$ cat src/rtl/trdb_pkg.sv
// Shared definitions for the trace packet path (encoder, serializer, bench).
// Contents:
//   PACKET_TOTAL / LEN_W  maximum packet width and width of its length field
//   WORD_W / MAX_WORDS    output word width and words per full packet
//   trdb_packet_t         packet payload plus length
//   trdb_sat_len          clamps an out-of-range length to PACKET_TOTAL
//   trdb_mask             zeroes payload bits at or above the length
//   trdb_word_count       number of output words a length occupies
package trdb_pkg;

  localparam int PACKET_TOTAL = 128;
  localparam int LEN_W        = $clog2(PACKET_TOTAL + 1);
  localparam int WORD_W       = 32;
  localparam int MAX_WORDS    = PACKET_TOTAL / WORD_W;
  localparam int WCNT_W       = $clog2(MAX_WORDS + 1);
  localparam int IDX_W        = $clog2(MAX_WORDS);

  typedef struct packed {
    logic [PACKET_TOTAL-1:0] bits;
    logic [LEN_W-1:0]        len;
  } trdb_packet_t;

  function automatic logic [LEN_W-1:0] trdb_sat_len(input logic [LEN_W-1:0] len);
    if (len > LEN_W'(PACKET_TOTAL)) return LEN_W'(PACKET_TOTAL);
    return len;
  endfunction

  function automatic logic [PACKET_TOTAL-1:0] trdb_mask(input logic [PACKET_TOTAL-1:0] bits,
                                                       input logic [LEN_W-1:0]        len);
    logic [PACKET_TOTAL-1:0] m;
    for (int i = 0; i < PACKET_TOTAL; i++) m[i] = (i < int'(len));
    return bits & m;
  endfunction

  // ceil(len / WORD_W), computed one bit wider so len = PACKET_TOTAL cannot overflow
  function automatic logic [WCNT_W-1:0] trdb_word_count(input logic [LEN_W-1:0] len);
    logic [LEN_W:0] t;
    t = {1'b0, len} + (LEN_W + 1)'(WORD_W - 1);
    return WCNT_W'(t >> $clog2(WORD_W));
  endfunction

endpackage

$ cat src/rtl/trdb_packet_serializer.sv
// Splits one variable-length trace packet into 32-bit words, LS word first.
// Ports:
//   clk_i, rst_ni          clock (rising edge), asynchronous active-low reset
//   packet_valid_i/ready_o packet handshake; ready is combinational so a new
//                          packet can be taken during the last-word handshake
//   packet_bits_i/len_i    payload (bit 0 first) and its length in bits
//   word_valid_o/ready_i   word handshake toward the trace sink
//   word_data_o/last_o     current word and last-of-packet flag
//   clear_i                synchronous abort of the packet in flight + counter clear
//   words_sent_o           wrapping count of word handshakes
module trdb_packet_serializer
  import trdb_pkg::*;
(
  input  logic                    clk_i,
  input  logic                    rst_ni,
  input  logic                    packet_valid_i,
  output logic                    packet_ready_o,
  input  logic [PACKET_TOTAL-1:0] packet_bits_i,
  input  logic [LEN_W-1:0]        packet_len_i,
  output logic                    word_valid_o,
  input  logic                    word_ready_i,
  output logic [WORD_W-1:0]       word_data_o,
  output logic                    word_last_o,
  input  logic                    clear_i,
  output logic [31:0]             words_sent_o
);

  typedef enum logic {ST_IDLE, ST_SEND} state_t;

  state_t                  state_reg, state_next;
  logic [PACKET_TOTAL-1:0] held_reg, held_next;
  logic [WCNT_W-1:0]       nwords_reg, nwords_next;
  logic [IDX_W-1:0]        idx_reg, idx_next;
  logic [WORD_W-1:0]       data_reg, data_next;
  logic                    last_reg, last_next;
  logic [31:0]             sent_reg, sent_next;

  logic                    word_hs;
  logic                    accept;
  logic [LEN_W-1:0]        len_sat;
  logic [PACKET_TOTAL-1:0] masked;
  logic [WCNT_W-1:0]       wcount;
  logic [IDX_W-1:0]        idx_inc;

  assign word_valid_o   = (state_reg == ST_SEND);
  assign word_data_o    = data_reg;
  assign word_last_o    = last_reg;
  assign words_sent_o   = sent_reg;

  assign word_hs        = word_valid_o & word_ready_i;
  assign packet_ready_o = ~clear_i & ((state_reg == ST_IDLE) | (word_hs & last_reg));
  assign accept         = packet_valid_i & packet_ready_o;

  assign len_sat        = trdb_sat_len(packet_len_i);
  assign masked         = trdb_mask(packet_bits_i, len_sat);
  assign wcount         = trdb_word_count(len_sat);
  assign idx_inc        = idx_reg + IDX_W'(1);

  // The outgoing word and last flag are precomputed into registers so they
  // change only on an accept or a word handshake and hold during stalls.
  always_comb begin
    state_next  = state_reg;
    held_next   = held_reg;
    nwords_next = nwords_reg;
    idx_next    = idx_reg;
    data_next   = data_reg;
    last_next   = last_reg;
    sent_next   = sent_reg;

    if (clear_i) begin
      state_next  = ST_IDLE;
      held_next   = '0;
      nwords_next = '0;
      idx_next    = '0;
      data_next   = '0;
      last_next   = 1'b0;
      sent_next   = '0;
    end else begin
      if (word_hs) sent_next = sent_reg + 32'd1;

      if (accept && (len_sat != '0)) begin
        state_next  = ST_SEND;
        held_next   = masked;
        nwords_next = wcount;
        idx_next    = '0;
        data_next   = masked[WORD_W-1:0];
        last_next   = (wcount == WCNT_W'(1));
      end else if (accept || (word_hs && last_reg)) begin
        // zero-length packet consumed, or last word gone with nothing new
        state_next  = ST_IDLE;
        idx_next    = '0;
        data_next   = '0;
        last_next   = 1'b0;
      end else if (word_hs) begin
        idx_next    = idx_inc;
        data_next   = held_reg[{idx_inc, 5'b0} +: WORD_W];
        last_next   = ({1'b0, idx_inc} == (nwords_reg - WCNT_W'(1)));
      end
    end
  end

  always_ff @(posedge clk_i or negedge rst_ni) begin
    if (!rst_ni) begin
      state_reg  <= ST_IDLE;
      held_reg   <= '0;
      nwords_reg <= '0;
      idx_reg    <= '0;
      data_reg   <= '0;
      last_reg   <= 1'b0;
      sent_reg   <= '0;
    end else begin
      state_reg  <= state_next;
      held_reg   <= held_next;
      nwords_reg <= nwords_next;
      idx_reg    <= idx_next;
      data_reg   <= data_next;
      last_reg   <= last_next;
      sent_reg   <= sent_next;
    end
  end

endmodule

$ cat config.mk
export PLATFORM = sky130hd
export DESIGN_NAME = trdb_packet_serializer
export DESIGN_NICKNAME = d
export VERILOG_FILES = /design/src/rtl/trdb_pkg.sv /design/src/rtl/trdb_packet_serializer.sv
export SDC_FILE = /design/constraint.sdc
export NUM_CORES = 1
export LEC_CHECK = 0
export ABC_AREA = 1
export CAP_MARGIN = 20
export CORE_MARGIN = 2
export CORE_UTILIZATION = 52
export DETAILED_ROUTE_END_ITERATION = 8
export PLACE_DENSITY = 0.77
export SYNTH_ARGS = -nofsm -noshare
export SYNTH_HDL_FRONTEND = slang
export SYNTH_SLANG_ARGS = --single-unit
$ cat constraint.sdc
create_clock -name clk_i -period 1.9 [get_ports clk_i]
set_clock_uncertainty 0.1 [all_clocks]
set_input_delay 0.38 -clock clk_i [delete_from_list [all_inputs] [get_ports clk_i]]
set_output_delay 0.38 -clock clk_i [all_outputs]
set_load 0.03 [all_outputs]
After elaboration in Yosys (flattened, before gate mapping)
Cells that the tools add are included.

Order comparisons: 129. Add/subtract/negate cells: 4. Muxes and demuxes: 24. Shift operators: 1. Equal/unequal tests: 2. Bitwise logic cells: 8. Reductions and logical operators: 8.

Operators with widths (number): 7-bit by 8-bit < comparator with 1-bit output, first input constant (64); 6-bit by 8-bit < comparator with 1-bit output, first input constant (32); 128-bit 2-to-1 mux (2); 32-bit 2-to-1 mux (6); 128-bit bitwise AND (1); 5-bit by 8-bit < comparator with 1-bit output, first input constant (16); 128-bit by 8-bit indexed part select with 32-bit output (1); 4-bit by 8-bit < comparator with 1-bit output, first input constant (8); 32-bit by 1-bit adder with 32-bit output, second input constant (1); 3-bit by 8-bit < comparator with 1-bit output, first input constant (4); 1-bit by 8-bit < comparator with 1-bit output, first input constant (2); 2-bit by 8-bit < comparator with 1-bit output, first input constant (2); 8-bit 2-to-1 mux (2); 8-bit by 5-bit adder with 8-bit output, second input constant (1); 8-bit greater-than comparator, second input constant (1); 1-bit 2-to-1 mux (8); 2-bit 2-to-1 mux (4); 8-bit nonzero test (1); 3-bit 2-to-1 mux (2); 1-bit bitwise AND (4); 2-bit nonzero test (2); 4-bit nonzero test (1); 2-bit by 3-bit equality test with 1-bit output (1); 3-bit by 1-bit equality test with 1-bit output, second input constant (1); 7 further kinds (9).

Register bits: 199.

Logic depth before layout (Yosys ltp)
Gate-level depths: netlist of run 1.

Word-level depth: 9. Gate-level depth with buffers: 11. Mapped depth without buffers: 10.

Least setup slack after synthesis of run 1
Ideal clock, no wire load.

Path type: register to register. Start point: reg last_reg, in the netlist word_last_o. End point: reg held_reg[93]. Setup time: 0.065 ns. Period minus slack after synthesis: 2.105 ns. Cell stages (with the launch flop): 10. Data required time: 1.735 ns. Path slack: -0.205 ns. Buffers on the path: 1. Arrival: 1.941 ns. Cells stage by stage: dfrtp_1 > a21oi_1 > nor2_2 > nand2_2 > nor2_4 > inv_2 > nor2_4 > buf_4 > nand3_1 > nand2_1.

Cells in the longest elaborated chain, start to end: 6.

RTL lines: from (decl) (line trdb_packet_serializer.sv:35) `logic last_reg, last_next;`; from (signal assigned) (line trdb_packet_serializer.sv:117) `last_reg <= last_next;`; 1-bit bitwise AND (line trdb_packet_serializer.sv:51) `assign packet_ready_o = ~clear_i & ((state_reg == ST_IDLE) | (word_hs & last_reg));`; 1-bit OR (line trdb_packet_serializer.sv:51); 1-bit bitwise AND (line trdb_packet_serializer.sv:51); net packet_ready_o (line trdb_packet_serializer.sv:17) `output logic packet_ready_o,`; 1-bit bitwise AND (line trdb_packet_serializer.sv:52) `assign accept = packet_valid_i & packet_ready_o;`; 1-bit logical AND (line trdb_packet_serializer.sv:81) `if (accept && (len_sat != '0)) begin`; 2-bit nonzero test (no source line); to (signal assigned) (line trdb_packet_serializer.sv:113) `held_reg <= held_next;`; to (decl) (line trdb_packet_serializer.sv:31) `logic [PACKET_TOTAL-1:0] held_reg, held_next;`.

The timed path passes the listed nets, and every way through them passes these cells. A chain may end at the register's enable or synchronous reset.

Worst setup path in the final report of run 1
Start point: reg last_reg, in the netlist word_last_o. End point: out word_last_o.

RTL lines: to (decl) (line trdb_packet_serializer.sv:23) `output logic word_last_o,`.

No word-level cell between the ends.

==> results of run 1 <==
-- power breakdown --
| group | leakage, uW | total (uW) | internal, uW | switching [uW] |
|---|---|---|---|---|
| registers | 0.00269 | 4650 | 4520 | 129 |
| logic | 0.00413 | 2530 | 1040 | 1490 |
| clock network | 0.000307 | 3880 | 1930 | 1950 |
| total | 0.00713 | 11100 | 7480 | 3570 |
-- cell usage in the layout (no fill, tap or decap), drive strengths merged, types with 2 or more instances in the layout --
cell type / count
xor2: 6
a31oi: 3
nor2: 87
ha: 2
a21oi: 13
nand4: 16
o221ai: 29
dlymetal6s2s: 6
o21ai: 172
dfrtp: 199
nand3: 158
nor3: 14
o22ai: 17
clkdlybuf4s50: 131
nand2: 371
or2: 3
clkbuf: 19
a22o: 3
inv: 192
dlygate4sd2: 67
o211ai: 28
buf: 169
clkinv: 8
-- layer usage --
| metal | routed length, um | track usage, % |
|---|---|---|
| met1 | 14540 | 46.80 |
| met2 | 18130 | 58.84 |
| met3 | 3777 | 8.621 |
| met4 | 1727 | 16.47 |
| met5 | 0 | 0 |
-- metrics by stage --
stage | cell area, um2 | worst slack [ns] | util (%) | power [uW]
after global routing | 14870 | -0.002073 | 75.92 | 11470
final | 14870 | 0.03130 | 75.92 | 11050
after floorplan | 10470 | 0.008751 | - | 5837
after CTS | 14720 | 0.0007518 | 75.14 | 10970
after detailed placement | 14070 | -0.5496 | 71.82 | 7189
after global placement | 14070 | -0.4890 | 71.82 | 7145
-- path summary, 6_finish.rpt --
kind / startpoint / endpoint / slack (ns) / depth (start not counted)
max reg2reg: idx_reg[0] / word_data_o[12] / 0.09 / 6
min: packet_len_i[7] / held_reg[127] / 0.29 / 4
max: word_last_o / word_last_o / 0.03 / 2
min in group asynchronous: rst_ni / words_sent_o[9] / 0.36 / 2
min reg2reg: word_data_o[28] / word_data_o[28] / 0.38 / 2
max in group asynchronous: rst_ni / held_reg[11] / 0.76 / 3
-- kinds of logic after synthesis --
| family | count (synthesis) |
|---|---|
| XOR/XNOR | 6 |
| AO/OA/AOI/OAI | 267 |
| buffers and inverters | 241 |
| flip-flops | 199 |
| AND/OR/NAND/NOR | 650 |
| adder cells (fa/ha/maj) | 2 |
-- timing repair --
item | CTS | global route
pin swaps | 2 | 8
endpoints found under the hold margin | 37 | 0
setup endpoints to repair | 123 | 156
resized for setup | 82 | 27
buffers inserted | 4 | 6
hold buffers | 1 | 0
cloned | 0 | 1
-- area by class of cell --
type                            instances  area (um2)  area share (%)
Sequential cell                       199        4984           33.51
Multi-Input combinational cell        925        4592           30.87
Timing Repair Buffer                  377        3632           24.42
Inverter                              186       704.4           4.736
Clock buffer                           17       425.4           2.860
Tap cell                              265       331.6           2.229
Clock inverter                         15       203.9           1.371
-- worst max-delay path, delay by kind of cell, from the launching register on --
family	cells	cell delay (ns)
DFF	1	0.44
buffers and inverters	2	0.50
==> flow_metrics.tcl, run 1 <==
set metrics [dict create \
    via_count 11250 \
    drv_slew 0 \
    drc_errors 0 \
    critical_path_class "reg -> out" \
    grt_max_degree 43 \
    ys.flop_type "dfrtp_1" \
    min_period_over_period_pct 98.35 \
    fillCellCount 1544 \
    grt_util_all_layers_pct 36.44 \
    ys_top_cells_by_area "dfrtp_1 48%, nand2_1 13%, nand3_1 7.6%" \
    synth-compound-area-share_pct 15.52 \
    setup_violations 0 \
    ys_top_cells_by_count "366 x nand2_1, 199 x dfrtp_1, 180 x inv_1" \
    synthToLayoutAreaGrowth_pct 42.31 \
    clk_path_buf_depth 2 \
    p_per_area_mw_per_mm2 743.1 \
    path_clk_slew_ns 0.08 \
    drtIter0Drc 1034 \
    largest_reg_flops 128 \
    dp.cells 1941 \
    cts_buffers 17 \
    maxSlewHeadroom_pct 65.96 \
    period_needed_ns 1.869 \
    clock_latency_ns 0.45 \
    holdWs_ns 0.2899 \
    antenna_cells 0 \
    worstPathCellList "buf_4 > clkdlybuf4s15_1" \
    synth-xor-area-share_pct 0.5028 \
    io_buffers 207 \
    stdcell_count 1984 \
    status "completed" \
    max_freq_ghz 0.5351 \
    totalWireLength_um 38170 \
    cts_tree "built" \
    path_max_fanout 3 \
    drive_gt1_share_pct 15.42 \
    drt-wirelength-per-cell_um 19.24 \
    antenna_found_initial 1 \
    gp_congestion 0.9755 \
    hpwlAfterDp_um 28410 \
    synth_top_area_share_pct 47.65 \
    startpoint_type "register" \
    peakVddDrop_uv 613.3 \
    crit_arrival_ns 1.39 \
    synth_mux_area_share_pct 0 \
    final_antenna_net_count 0 \
    synth_top_family_by_area "simple AND/OR/NAND/NOR gates" \
    seq_area_frac_synth_pct 47.65 \
    die_y_um 145.8 \
    hp-class "in -> reg" \
    ys_async_sr_fraction_pct 100.0 \
    firstDrtPassIters 6 \
    p_leak_uw 0.007127 \
    ys_warn_count 0 \
    synth_simple_gate_area_share_pct 26.67 \
    synth.most_common_cell "nand2_1" \
    synth_fp_nets 1508 \
    critical_path.max_stage_delay_ns 0.44 \
    cts_max_level 4 \
    clock_sinks 199 \
    synth_edf_count 0 \
    die_x_um 145.8 \
    core-area_mm2 0.01959 \
    num_rows 51 \
    overflow 0 \
    initial_utilization_pct 53.35 \
    synth_fa_ha_area_share_pct 0.2394 \
    avgSynthCellArea_um2 7.657 \
    grt_pass1_wl_um 60660 \
    hold_violations 0 \
    cp-end-kind "output pin" \
    drv_cap 0 \
    required_ns 1.42 \
    root_buffer "clkbuf_16" \
    final_nets 1849 \
    viasPerCell 5.669 \
    dieArea_mm2 0.02125 \
    netlist_instances 1365 \
    pin_count 208 \
    worstMarginPinSlew_ns 0.5084 \
    worst_path_max_delay_cell "dfrtp_2" \
    yosysUniqueCellTypes 34 \
    synth_seq_cells 199 \
    yosys.area.top_type "dfrtp_1" \
    synth_area_mm2 0.01045 \
    fin_setup_tns_ns 0 \
    first_global_vias 11160 \
]
Power figures use the tool's default switching activity.
==> run 2: changes to the inputs <==
--- a/config.mk
+++ b/config.mk
@@ -10,6 +10,7 @@
 export CORE_MARGIN = 2
 export CORE_UTILIZATION = 52
 export DETAILED_ROUTE_END_ITERATION = 8
+export GPL_TIMING_DRIVEN = 0
 export PLACE_DENSITY = 0.77
 export SYNTH_ARGS = -nofsm -noshare
 export SYNTH_HDL_FRONTEND = slang
==> flow_metrics.tcl, run 2 (synthesis results as in run 1) <==
set metrics [dict create \
    drc_errors 0 \
    io_buffers 205 \
    cts_buffers 17 \
    clk_path_buf_depth 2 \
    crit_arrival_ns 2.18 \
    die_y_um 145.8 \
    utilization_pct 73.19 \
    holdPathEnd "held_reg[127]" \
    multi_input_area_mm2 0.004822 \
    p_leak_uw 0.006725 \
    grt_pass1_wl_um 60360 \
    clock_sinks 199 \
    pin_count 208 \
    firstDrtPassIters 6 \
    die_x_um 145.8 \
    drive_gt1_share_pct 14.42 \
    final_cell_mix "355 x nand2_1, 192 x dfrtp_1, 171 x inv_1, 148 x nand3_1, 128 x clkdlybuf4s50_1" \
    period_needed_ns 1.958 \
    maxSlewHeadroom_pct 40.01 \
    clock_latency_ns 0.45 \
    worstMarginPinSlew_ns 0.8959 \
    hp-class "in -> reg" \
    drv_slew 0 \
    initial_utilization_pct 53.35 \
    status "finished, violations left" \
    hpwlAfterDp_um 28860 \
    rsz0062_at_grt "true" \
    min_path_cells 3 \
    crit_start "idx_reg[0]" \
    core-area_mm2 0.01959 \
    p_per_area_mw_per_mm2 749.6 \
    stdcell_count 1922 \
    hold_violations 0 \
    place_ws_ns -1.138 \
    first_global_vias 10850 \
    antenna_cells 0 \
    rr_worst_depth 7 \
    hp-start "packet_len_i[7]" \
    regToRegSetupSlack_ns -0.06 \
    dieArea_mm2 0.02125 \
    cts_max_level 4 \
    synthToLayoutAreaGrowth_pct 37.20 \
    path_max_fanout 10 \
    regArea_mm2 0.004989 \
    antenna_found_initial 0 \
    startpoint_type "register" \
    cts_tree "built" \
    final_nets 1787 \
    drt-wirelength-per-cell_um 20.78 \
    critical_path_class "reg -> reg" \
    drv_cap 0 \
    min_period_over_period_pct 103.0 \
    peakVddDrop_uv 702.1 \
    totalWireLength_um 39950 \
    timing.rr.end "word_data_o[21]" \
    drtIter0Drc 1027 \
    largest_reg_flops 128 \
    grt_util_all_layers_pct 36.85 \
    path_clk_slew_ns 0.08 \
    num_rows 51 \
    required_ns 2.12 \
    max_freq_ghz 0.5108 \
    fin_ws_ns -0.05770 \
    timing.rr.start "idx_reg[0]" \
    via_count 11250 \
    setup_violations 4 \
    gp_congestion 0.9645 \
    holdWs_ns 0.1893 \
    dp.cells 1839 \
    final_antenna_net_count 0 \
    grt_max_degree 103 \
    layout_commonest_cell "nand2_1" \
    fin_setup_tns_ns -0.1348 \
    cp-end-kind "register" \
    root_buffer "clkbuf_16" \
    violations "setup timing" \
    fillCellCount 1600 \
    overflow 0 \
    viasPerCell 5.855 \
]
==> run 2: final cells by class <==
class | instances | area share [%]
timing repair buffer | 260 | 17.39
buffer | 55 | 2.923
sequential | 199 | 34.79
clock inverter | 14 | 0.9511
inverter | 186 | 5.009
tap | 265 | 2.312
multi-input combinational | 925 | 33.63
clock buffer | 18 | 2.993
==> run 2: per-layer routing <==
metal	part of all wire [%]	vias to the layer above	GRT usage, %
met3	9.6	163	6.176
met4	5.7	0	17.75
met5	0	-	0
met2	47	714	60.57
met1	38	5325	47.61
li1	-	5052	-
==> run 2: repair_timing <==
item	CTS	global route
resized for setup	169	90
pin swaps	17	19
hold buffers	1	0
setup buffers	26	23
setup endpoints to repair	254	154
gates cloned	0	1
endpoints found under the hold margin	97	0
==> run 2: metrics by stage <==
stage	total power [uW]	instance area, um2
global route	11100	14340
finish	10750	14340
CTS	10520	13890
detailed placement	6930	12920
global placement	6878	12850
floorplan	5837	10470
==> run 2: power by group <==
part	leakage, uW	total, uW	internal (uW)	switching [uW]
registers	0.00268	4660	4520	145
logic	0.00376	2510	934	1580
clock network	0.000277	3580	1740	1830
total	0.00673	10700	7200	3550
==> run 2: critical path, stage by stage, from the launching register on <==
cell and delay (ns):
dfrtp_2 0.46, buf_6 0.15, inv_1 0.09, clkbuf_4 0.22
o211ai_1 0.41, o221ai_1 0.21, nand3_1 0.10, nand3_1 0.09
==> run 2: worst max-delay path by stage <==
stage	cells after the start	end	slack, ns
2_1_floorplan	10	words_sent_o[26]	0.009
3_3_place_gp	1	word_valid_o	-8.78
3_5_place_dp	10	held_reg[109]	-1.14
4_1_cts	11	word_last_o	-0.009
5_1_grt	7	word_data_o[21]	-0.12
6_report	7	word_data_o[21]	-0.06
